$ cat src/rtl/ahb_lite_pkg.sv
// Shared AHB-Lite encodings and the command record carried through the master's FIFO.
package ahb_lite_pkg;

  localparam int CMD_ADDR_W = 32;
  localparam int CMD_DATA_W = 32;

  localparam logic [1:0] HTRANS_IDLE   = 2'b00;
  localparam logic [1:0] HTRANS_NONSEQ = 2'b10;
  localparam logic [2:0] HSIZE_WORD    = 3'b010;

  typedef struct packed {
    logic                  write;
    logic [CMD_ADDR_W-1:0] addr;
    logic [CMD_DATA_W-1:0] wdata;
  } ahb_cmd_t;

endpackage

$ cat src/rtl/cmd_fifo.sv
// Synchronous command FIFO with a fall-through head so a pop can feed the address phase directly.
module cmd_fifo
  import ahb_lite_pkg::*;
#(
  parameter int DEPTH = 4
) (
  input  logic                   clk_i,
  input  logic                   srst_i,
  input  logic                   push_i,
  input  ahb_cmd_t               push_data_i,
  input  logic                   pop_i,
  output ahb_cmd_t               head_o,
  output logic [$clog2(DEPTH):0] count_o,
  output logic                   full_o,
  output logic                   empty_o
);

  localparam int PTR_W = $clog2(DEPTH);
  localparam logic [PTR_W:0] FULL_CNT = (PTR_W + 1)'(DEPTH);

  ahb_cmd_t         mem_q [DEPTH];
  logic [PTR_W-1:0] wr_ptr_q;
  logic [PTR_W-1:0] rd_ptr_q;
  logic [PTR_W:0]   count_q;
  logic             do_push;
  logic             do_pop;

  assign full_o  = (count_q == FULL_CNT);
  assign empty_o = (count_q == '0);
  assign count_o = count_q;
  assign head_o  = mem_q[rd_ptr_q];

  // A push into a full FIFO is only honoured when the head leaves on the same edge.
  assign do_pop  = pop_i && !empty_o;
  assign do_push = push_i && (!full_o || do_pop);

  always_ff @(posedge clk_i) begin
    if (srst_i) begin
      wr_ptr_q <= '0;
      rd_ptr_q <= '0;
      count_q  <= '0;
    end else begin
      if (do_push) wr_ptr_q <= wr_ptr_q + 1'b1;
      if (do_pop)  rd_ptr_q <= rd_ptr_q + 1'b1;
      case ({do_push, do_pop})
        2'b10:   count_q <= count_q + 1'b1;
        2'b01:   count_q <= count_q - 1'b1;
        default: count_q <= count_q;
      endcase
    end
  end

  always_ff @(posedge clk_i) begin
    if (do_push) mem_q[wr_ptr_q] <= push_data_i;
  end

endmodule

$ cat src/rtl/ahb_lite_cmd_master.sv
// AHB-Lite master: buffers word commands and issues single NONSEQ transfers with
// overlapped address/data phases, one response pulse per completed transfer.
module ahb_lite_cmd_master
  import ahb_lite_pkg::*;
#(
  parameter int FIFO_DEPTH = 4,
  parameter int ADDR_W     = 32,
  parameter int DATA_W     = 32
) (
  input  logic              HCLK,
  input  logic              HRESET,
  input  logic              cmd_valid,
  output logic              cmd_ready,
  input  logic              cmd_write,
  input  logic [ADDR_W-1:0] cmd_addr,
  input  logic [DATA_W-1:0] cmd_wdata,
  output logic              rsp_valid,
  output logic              rsp_write,
  output logic [DATA_W-1:0] rsp_rdata,
  output logic              HSEL,
  output logic [ADDR_W-1:0] HADDR,
  output logic [1:0]        HTRANS,
  output logic              HWRITE,
  output logic [2:0]        HSIZE,
  output logic [DATA_W-1:0] HWDATA,
  output logic              HREADY,
  input  logic              HREADYOUT,
  input  logic [DATA_W-1:0] HRDATA,
  output logic              busy
);

  localparam int CNT_W = $clog2(FIFO_DEPTH) + 1;

  ahb_cmd_t          push_cmd;
  ahb_cmd_t          head_cmd;
  logic [CNT_W-1:0]  fifo_count;
  logic              fifo_full;
  logic              fifo_empty;
  logic              push;
  logic              pop;

  logic              a_q;
  logic              d_q;
  logic [ADDR_W-1:0] haddr_q;
  logic              hwrite_q;
  logic [DATA_W-1:0] a_wdata_q;
  logic [DATA_W-1:0] hwdata_q;
  logic              d_write_q;
  logic              rsp_valid_q;
  logic              rsp_write_q;
  logic [DATA_W-1:0] rsp_rdata_q;

  always_comb begin
    push_cmd       = '0;
    push_cmd.write = cmd_write;
    push_cmd.addr  = cmd_addr;
    push_cmd.wdata = cmd_wdata;
  end

  assign push = cmd_valid && cmd_ready;
  assign pop  = HREADYOUT && !fifo_empty;

  cmd_fifo #(
    .DEPTH(FIFO_DEPTH)
  ) u_cmd_fifo (
    .clk_i      (HCLK),
    .srst_i     (HRESET),
    .push_i     (push),
    .push_data_i(push_cmd),
    .pop_i      (pop),
    .head_o     (head_cmd),
    .count_o    (fifo_count),
    .full_o     (fifo_full),
    .empty_o    (fifo_empty)
  );

  // Everything advances only on a ready edge; a wait state freezes both phases.
  always_ff @(posedge HCLK) begin
    if (HRESET) begin
      a_q         <= 1'b0;
      d_q         <= 1'b0;
      haddr_q     <= '0;
      hwrite_q    <= 1'b0;
      a_wdata_q   <= '0;
      hwdata_q    <= '0;
      d_write_q   <= 1'b0;
      rsp_valid_q <= 1'b0;
      rsp_write_q <= 1'b0;
      rsp_rdata_q <= '0;
    end else if (HREADYOUT) begin
      rsp_valid_q <= d_q;
      if (d_q) begin
        rsp_write_q <= d_write_q;
        rsp_rdata_q <= d_write_q ? '0 : HRDATA;
      end
      d_q <= a_q;
      if (a_q) begin
        hwdata_q  <= a_wdata_q;
        d_write_q <= hwrite_q;
      end
      a_q <= !fifo_empty;
      if (!fifo_empty) begin
        haddr_q   <= head_cmd.addr;
        hwrite_q  <= head_cmd.write;
        a_wdata_q <= head_cmd.wdata;
      end
    end else begin
      rsp_valid_q <= 1'b0;
    end
  end

  assign cmd_ready = !fifo_full;
  assign HSEL      = a_q;
  assign HTRANS    = a_q ? HTRANS_NONSEQ : HTRANS_IDLE;
  assign HADDR     = haddr_q;
  assign HWRITE    = hwrite_q;
  assign HSIZE     = HSIZE_WORD;
  assign HWDATA    = hwdata_q;
  assign HREADY    = HREADYOUT;
  assign rsp_valid = rsp_valid_q;
  assign rsp_write = rsp_write_q;
  assign rsp_rdata = rsp_rdata_q;
  assign busy      = (fifo_count != '0) | a_q | d_q;

endmodule

$ cat config.mk
export PLATFORM = sky130hd
export DESIGN_NAME = ahb_lite_cmd_master
export DESIGN_NICKNAME = d
export VERILOG_FILES = /design/src/rtl/ahb_lite_pkg.sv /design/src/rtl/cmd_fifo.sv /design/src/rtl/ahb_lite_cmd_master.sv
export SDC_FILE = /design/constraint.sdc
export NUM_CORES = 1
export LEC_CHECK = 0
export BUFFER_PORTS_ARGS = -buffer_cell sky130_fd_sc_hd__buf_2
export CAP_MARGIN = 20
export CORE_ASPECT_RATIO = 0.9
export CORE_UTILIZATION = 35
export CTS_CLUSTER_SIZE = 40
export DETAILED_ROUTE_END_ITERATION = 10
export PLACE_DENSITY_LB_ADDON = 0.25
export SKIP_CTS_REPAIR_TIMING = 1
export SLEW_MARGIN = 20
export SYNTH_ARGS = -nofsm -noshare
export SYNTH_HDL_FRONTEND = slang
export SYNTH_SLANG_ARGS = --single-unit
$ cat constraint.sdc
create_clock -name HCLK -period 3.1 [get_ports HCLK]
set_input_delay 0.31 -clock HCLK [delete_from_list [all_inputs] [get_ports HCLK]]
set_output_delay 0.31 -clock HCLK [all_outputs]
set_load 0.05 [all_outputs]
== Yosys cells after proc, flatten, opt, wreduce, memory -nomap -nowiden ==
Memories as Yosys holds them, arrays and structs flattened. A register that Yosys moved wholly into a read port is not among the register bits.
Index checks and enable logic that the tools add are counted.

* Memories: 1
* Bits in writable memories: 260
* Flip-flop bits (word level): 76
* Bits of input ports: 101
* Output and inout bits: 108
* Logic and storage cells: 41

{| class="wikitable"
|+ Memories
! name !! words !! width !! read ports !! clocked after Yosys merged registers in !! wr ports !! line !! text
|-
| u_cmd_fifo.mem_q || 4 || 65 || 1 || 1 || 1 || cmd_fifo.sv:21 || <nowiki>ahb_cmd_t mem_q [DEPTH];</nowiki>
|}

* Multiplexer cells: 5
* Equality and inequality tests: 3
* Bitwise operators: 4
* Add/subtract/negate cells: 4
* Reduce and logical (&&, ||, !) cells: 14

{| class="wikitable"
|+ Operator list
! operator !! count
|-
| two-way mux 32 bit || 1
|-
| one-hot mux 3 bit (2 select lines) || 1
|-
| AND reduction 2 bit || 3
|-
| adder 2 x 1 -> 2 bit, second input constant || 2
|-
| logical AND 1 bit || 4
|-
| adder 3 x 1 -> 3 bit, second input constant || 1
|-
| equality test 3 bit, second input constant || 1
|-
| zero test 3 bit || 1
|-
| nonzero test 3 bit || 1
|-
| subtractor 3 x 1 -> 3 bit, second input constant || 1
|-
| equality test 2 x 1 -> 1 bit, second input constant || 1
|-
| equality test 2 bit, second input constant || 1
|-
| zero test 1 bit || 2
|-
| two-way mux 1 bit || 2
|-
| two-way mux 2 bit || 1
|-
| inverter 1 bit || 2
|-
| OR 1 bit || 2
|-
| nonzero test 2 bit || 1
|-
| OR reduction 2 bit || 1
|-
| logical OR 1 bit || 1
|}

== Depth between registers and ports, before layout ==
* Depth after elaboration: 8
* Depth in mapped cells: 9
* Gate-level depth less buffers: 8

== Cells and area by module ==
Synthesis repeated with hierarchy kept, for this count alone.

* Cells, all modules: 998
* Area total of the unflattened synthesis: 14,784.2 um^2

{| class="wikitable"
|+ Modules (own cells, without submodules)
! module !! area an instance (um^2) !! cells each !! sequential area each (um^2) !! instances
|-
| cmd_fifo || 9,885.7 || 398 || 7,987.7 || 1
|-
| ahb_lite_cmd_master || 4,898.4 || 600 || 2,682.6 || 1
|}

== Worst setup path after synthesis ==
OpenSTA, ideal clock, no wires.

* Path kind: reg2reg
* Start: register u_cmd_fifo.count_q[0], in the netlist u_cmd_fifo.count_o[0]
* End: memory u_cmd_fifo.mem_q[0][0] (netlist name), enable pin
* Data required time: 2.670 ns
* Library setup time: 0.430 ns
* Clock period less this slack: 3.254 ns
* Cell stages (with the launch flop): 4
* Slack: -0.154 ns
* Path buffers: 1
* Arrival: 2.824 ns
* Cell sequence: dfxtp_1 or3b_1 clkbuf_1 and3_1

* Elaborated cells on any way between the ends: 11
* Classes of those cells: eq/ne (1); mux (2); reduce/logical (8)

{| class="wikitable"
|+ RTL lines
! element !! line !! text
|-
| start: declaration || cmd_fifo.sv:24 || <nowiki>logic [PTR_W:0] count_q;</nowiki>
|-
| start signal: assignment || cmd_fifo.sv:46 || <nowiki>2'b10: count_q <= count_q + 1'b1;</nowiki>
|-
| start signal: assignment || cmd_fifo.sv:47 || <nowiki>2'b01: count_q <= count_q - 1'b1;</nowiki>
|-
| start signal: assignment || cmd_fifo.sv:48 || <nowiki>default: count_q <= count_q;</nowiki>
|-
| equality test 3 bit * || cmd_fifo.sv:28 || <nowiki>assign full_o = (count_q == FULL_CNT);</nowiki>
|-
| zero test 1 bit * || ahb_lite_cmd_master.sv:112 || <nowiki>assign cmd_ready = !fifo_full;</nowiki>
|-
| named net cmd_ready || ahb_lite_cmd_master.sv:13 || <nowiki>output logic cmd_ready,</nowiki>
|-
| logical AND 1 bit or logical OR 1 bit (tied branches) || ahb_lite_cmd_master.sv:60, cmd_fifo.sv:35 ||
|-
| logical AND 1 bit * || cmd_fifo.sv:35 || <nowiki>assign do_push = push_i && (!full_o || do_pop);</nowiki>
|-
| two-way mux 1 bit * || cmd_fifo.sv:54 || <nowiki>if (do_push) mem_q[wr_ptr_q] <= push_data_i;</nowiki>
|-
| two-way mux 1 bit (not written as such) * || cmd_fifo.sv:54 ||
|-
| end: declaration || cmd_fifo.sv:21 ||
|}

The timed path passes the listed nets; every way through them passes the cells marked *.

== Final worst setup path ==
* Start: register u_cmd_fifo.count_q[2], in the netlist u_cmd_fifo.count_o[2]
* End: register u_cmd_fifo.count_q[2], in the netlist u_cmd_fifo.count_o[2]

* Word-level cells in the longest chain between the ends: 8
* Elaborated cells on any way between the ends: 15
* Classes of those cells: add/sub (2); eq/ne (3); mux (1); reduce/logical (9)

{| class="wikitable"
|+ Ends and longest elaborated chain
! element !! line !! text
|-
| zero test 3 bit || cmd_fifo.sv:29 || <nowiki>assign empty_o = (count_q == '0);</nowiki>
|-
| zero test 1 bit || cmd_fifo.sv:34, ahb_lite_cmd_master.sv:61 ||
|-
| logical AND 1 bit || ahb_lite_cmd_master.sv:61 || <nowiki>assign pop = HREADYOUT && !fifo_empty;</nowiki>
|-
| logical AND 1 bit || cmd_fifo.sv:34 || <nowiki>assign do_pop = pop_i && !empty_o;</nowiki>
|-
| logical OR 1 bit || cmd_fifo.sv:35 ||
|-
| logical AND 1 bit || cmd_fifo.sv:35 ||
|-
| equality test 2 x 1 -> 1 bit or equality test 2 bit (tied branches) || cmd_fifo.sv:45 || <nowiki>case ({do_push, do_pop})</nowiki>
|-
| one-hot mux 3 bit (2 select lines) or nonzero test 2 bit (tied branches) || - ||
|}

Several ways; a longest one is shown, not always the timed one.
A chain may end at the register's enable or synchronous reset.

==> out/qor.txt <==
status = complete, no violations
Clock Path Buffers = 3
Max stage delay on crit path = 0.52 ns
pwr/cell area = 800 nW/um^2
VDD IR-drop max = 0.345 mV
WP data required = 3.57 ns
clock-pin slew on the worst setup and hold paths = 0.06 ns
Core Region = 40600 sq um
Final min period = 2.38 ns
Antenna Nets Post-Route = 0
GR peak layer = met2
crit path launch = u_cmd_fifo.count_o[2]
first-pass GRT wire length = 49600 microns
Hold Path Class = in2reg
crit start category = register
Routed WL = 32200 microns
Worst Tran Pin Value = 0.978 ns
Crit Path Class = reg2reg
routed vias = 8255
hold path start = HRDATA[27]
CP max-delay cell = or3b_1
unrepaired setup endpoints after global routing = false
Fill cells = 3583
final core occ = 44.2%
met3 Usage GRT = 3.70%
die area = 41900 sq um
Hold Vio Cnt, Final = 0
cell chain of the critical path = or3b_1 > nand2_1 > ha_1 > inv_1 > fa_1 > xor2_1 > or3_1 > a21oi_1
die width = 216 microns
Critical Path AT = 2.86 ns
relative slew slack = 34.8%
vias in the first global route = 8284
Tcrit/Tclk final = 76.9%
WL per Instance = 19.0 microns
Max-Cap Viols = 0
Total Routing Usage GR = 15.5%
Setup Viol. Count Final = 0
reg2reg start = u_cmd_fifo.count_o[2]
Seq/Total Area, Yosys = 74.0%
Worst-Skew Late Latency = 0.57 ns
HPWL Detailed = 18500 microns
commonest non-fill, non-tap cell in the layout = edfxtp_1
via-per-instance ratio = 4.87
antenna violations before repair = 1
Hold WS = 0.0430 ns
share of layout cells above drive strength 1 = 31.3%
crit-path max FO = 10
Critical Path End Type = register
CTS tree = done
nets = 1226
Clock Skew = 0.0182 ns
Synth warnings = 0
Inserted Clock Buffers = 44
design area = 17900 sq um
GR Overflow Total = 0
DR DRC count = 0
largest net degree at the start of global routing = 78
Mapped Area = 14400 sq um
IO Port Bufs = 204
dpl ws = 0.734 ns
post-route worst setup slack = 0.715 ns
# IOs = 209
Fmax = 419 MHz
met1 usage = 20.5%
placed instance area = 16000 sq um
Placement Rows = 70
Pleak = 6.38 nW
Synth Register Bits = 401
Mapped Cells = 850
most frequent cells in the layout = 260 x edfxtp_1, 203 x buf_2, 139 x dfxtp_1
setup TNS after final layout = 0 ns
clk root buf = clkbuf_16
H-tree depth = 2
Initial Utilization = 35.4%
area grow syn2layout = 24.9%
drt pass-1 iters = 4
Placer Congestion = 0.757
Initial DRC Count = 495
Slew Limit Fails = 0
Chip Height = 194 microns
synthesized area per cell = 16.9 sq um
Clock Sinks = 401
count of unique library cells instantiated by Yosys = 34
Global Route met2 Usage = 25.0%
power breakdown:
part,total [W],internal [W],leakage (nW),switching [W]
Clock,0.00482,0.00273,0.644,0.00209
Sequential,0.00664,0.00630,3.53,0.000344
Combinational,0.00289,0.00117,2.21,0.00172
worst max-delay path, delay by kind of cell (launching register included):
| kind | cells | cell delay (ns) |
|---|---|---|
| and+or+nand+nor | 3 | 0.94 |
| adders and majority gates | 2 | 0.56 |
| AOI/OAI and AO/OA | 1 | 0.15 |
| DFF | 1 | 0.42 |
| xor gates and xnor gates | 1 | 0.16 |
| buffers and inverters | 1 | 0.07 |
registers in the layout, indices dropped and copies added, names as in the netlist, 2 cells and up:
| register | count |
|---|---|
| u_cmd_fifo.rd_ptr_q | 2 |
| HWDATA | 32 |
| u_cmd_fifo.wr_ptr_q | 2 |
| a_wdata_q | 32 |
| u_cmd_fifo.count_o | 3 |
| rsp_rdata | 32 |
| HADDR | 32 |
| u_cmd_fifo.mem_q | 260 |
final timing paths:
| check | end | slack, ns | cells past startpoint |
|---|---|---|---|
| max reg2reg | u_cmd_fifo.count_o[2] | 0.72 | 8 |
| min reg2reg | rsp_rdata[2] | 0.45 | 2 |
| min | rsp_rdata[27] | 0.04 | 3 |
| max | u_cmd_fifo.count_o[2] | 0.72 | 8 |
through the flow:
stage / total power [W] / std cells
2_1_floorplan: 0.00889 / 852
6_report: 0.0143 / 1695
3_3_place_gp: 0.00960 / 1548
5_1_grt: 0.0150 / 1695
3_5_place_dp: 0.00964 / 1548
4_1_cts: 0.0145 / 1629
metal layers:
layer	wire length (microns)	share of wire, %
met1	14600	45
met2	15200	47
met3	1640	5.1
met4	736	2.3
met5	0	0
cell families (layout without fill, tap and decap cells):
group | Yosys count | after routing | synth area share (%)
XOR/XNOR | 4 | 4 | 0.244
flip-flops | 401 | 401 | 74.0
adder cells (fa/ha/maj) | 6 | 6 | 0.575
multiplexers | 65 | 65 | 10.2
AO/OA/AOI/OAI | 142 | 142 | 6.76
AND/OR/NAND/NOR | 157 | 157 | 5.44
buffers and inverters | 73 | 375 | 2.75
other | 2 | 5 | 0.0523
cells in the mapped netlist (all sizes together):
cell type | instances | area (sq um)
edfxtp | 260 | 7810
dfxtp | 141 | 2820
nand2 | 103 | 387
a21oi | 72 | 360
a22o | 65 | 569
mux4 | 65 | 1460
clkbuf | 38 | 143
nand4b | 32 | 280
buf | 29 | 230
nor2 | 9 | 36.3
inv | 6 | 22.5
ha | 5 | 62.6
and3 | 4 | 25.0
nand3 | 3 | 15.0
xor2 | 3 | 26.3
a21o | 2 | 15.0
conb | 2 | 7.51
nand2b | 2 | 12.5
and2 | 1 | 6.26
fa | 1 | 20.0
nor3 | 1 | 5.00
o21ai | 1 | 5.00
o311ai | 1 | 8.76
o31ai | 1 | 12.5
or3 | 1 | 6.26
or3b | 1 | 8.76
xnor2 | 1 | 8.76
cell type report:
type | count | area, sq um | share of cell area [%]
antenna | 1 | 2.50 | 0.0139
clock buffer | 58 | 1150 | 6.43
clock inverter | 23 | 174 | 0.969
inverter | 6 | 22.5 | 0.126
multi-input combinational | 378 | 3390 | 18.9
sequential | 401 | 10600 | 59.3
tap | 540 | 676 | 3.77
timing repair buffer | 288 | 1890 | 10.5
Note: power is estimated with default switching activity, not from simulation.
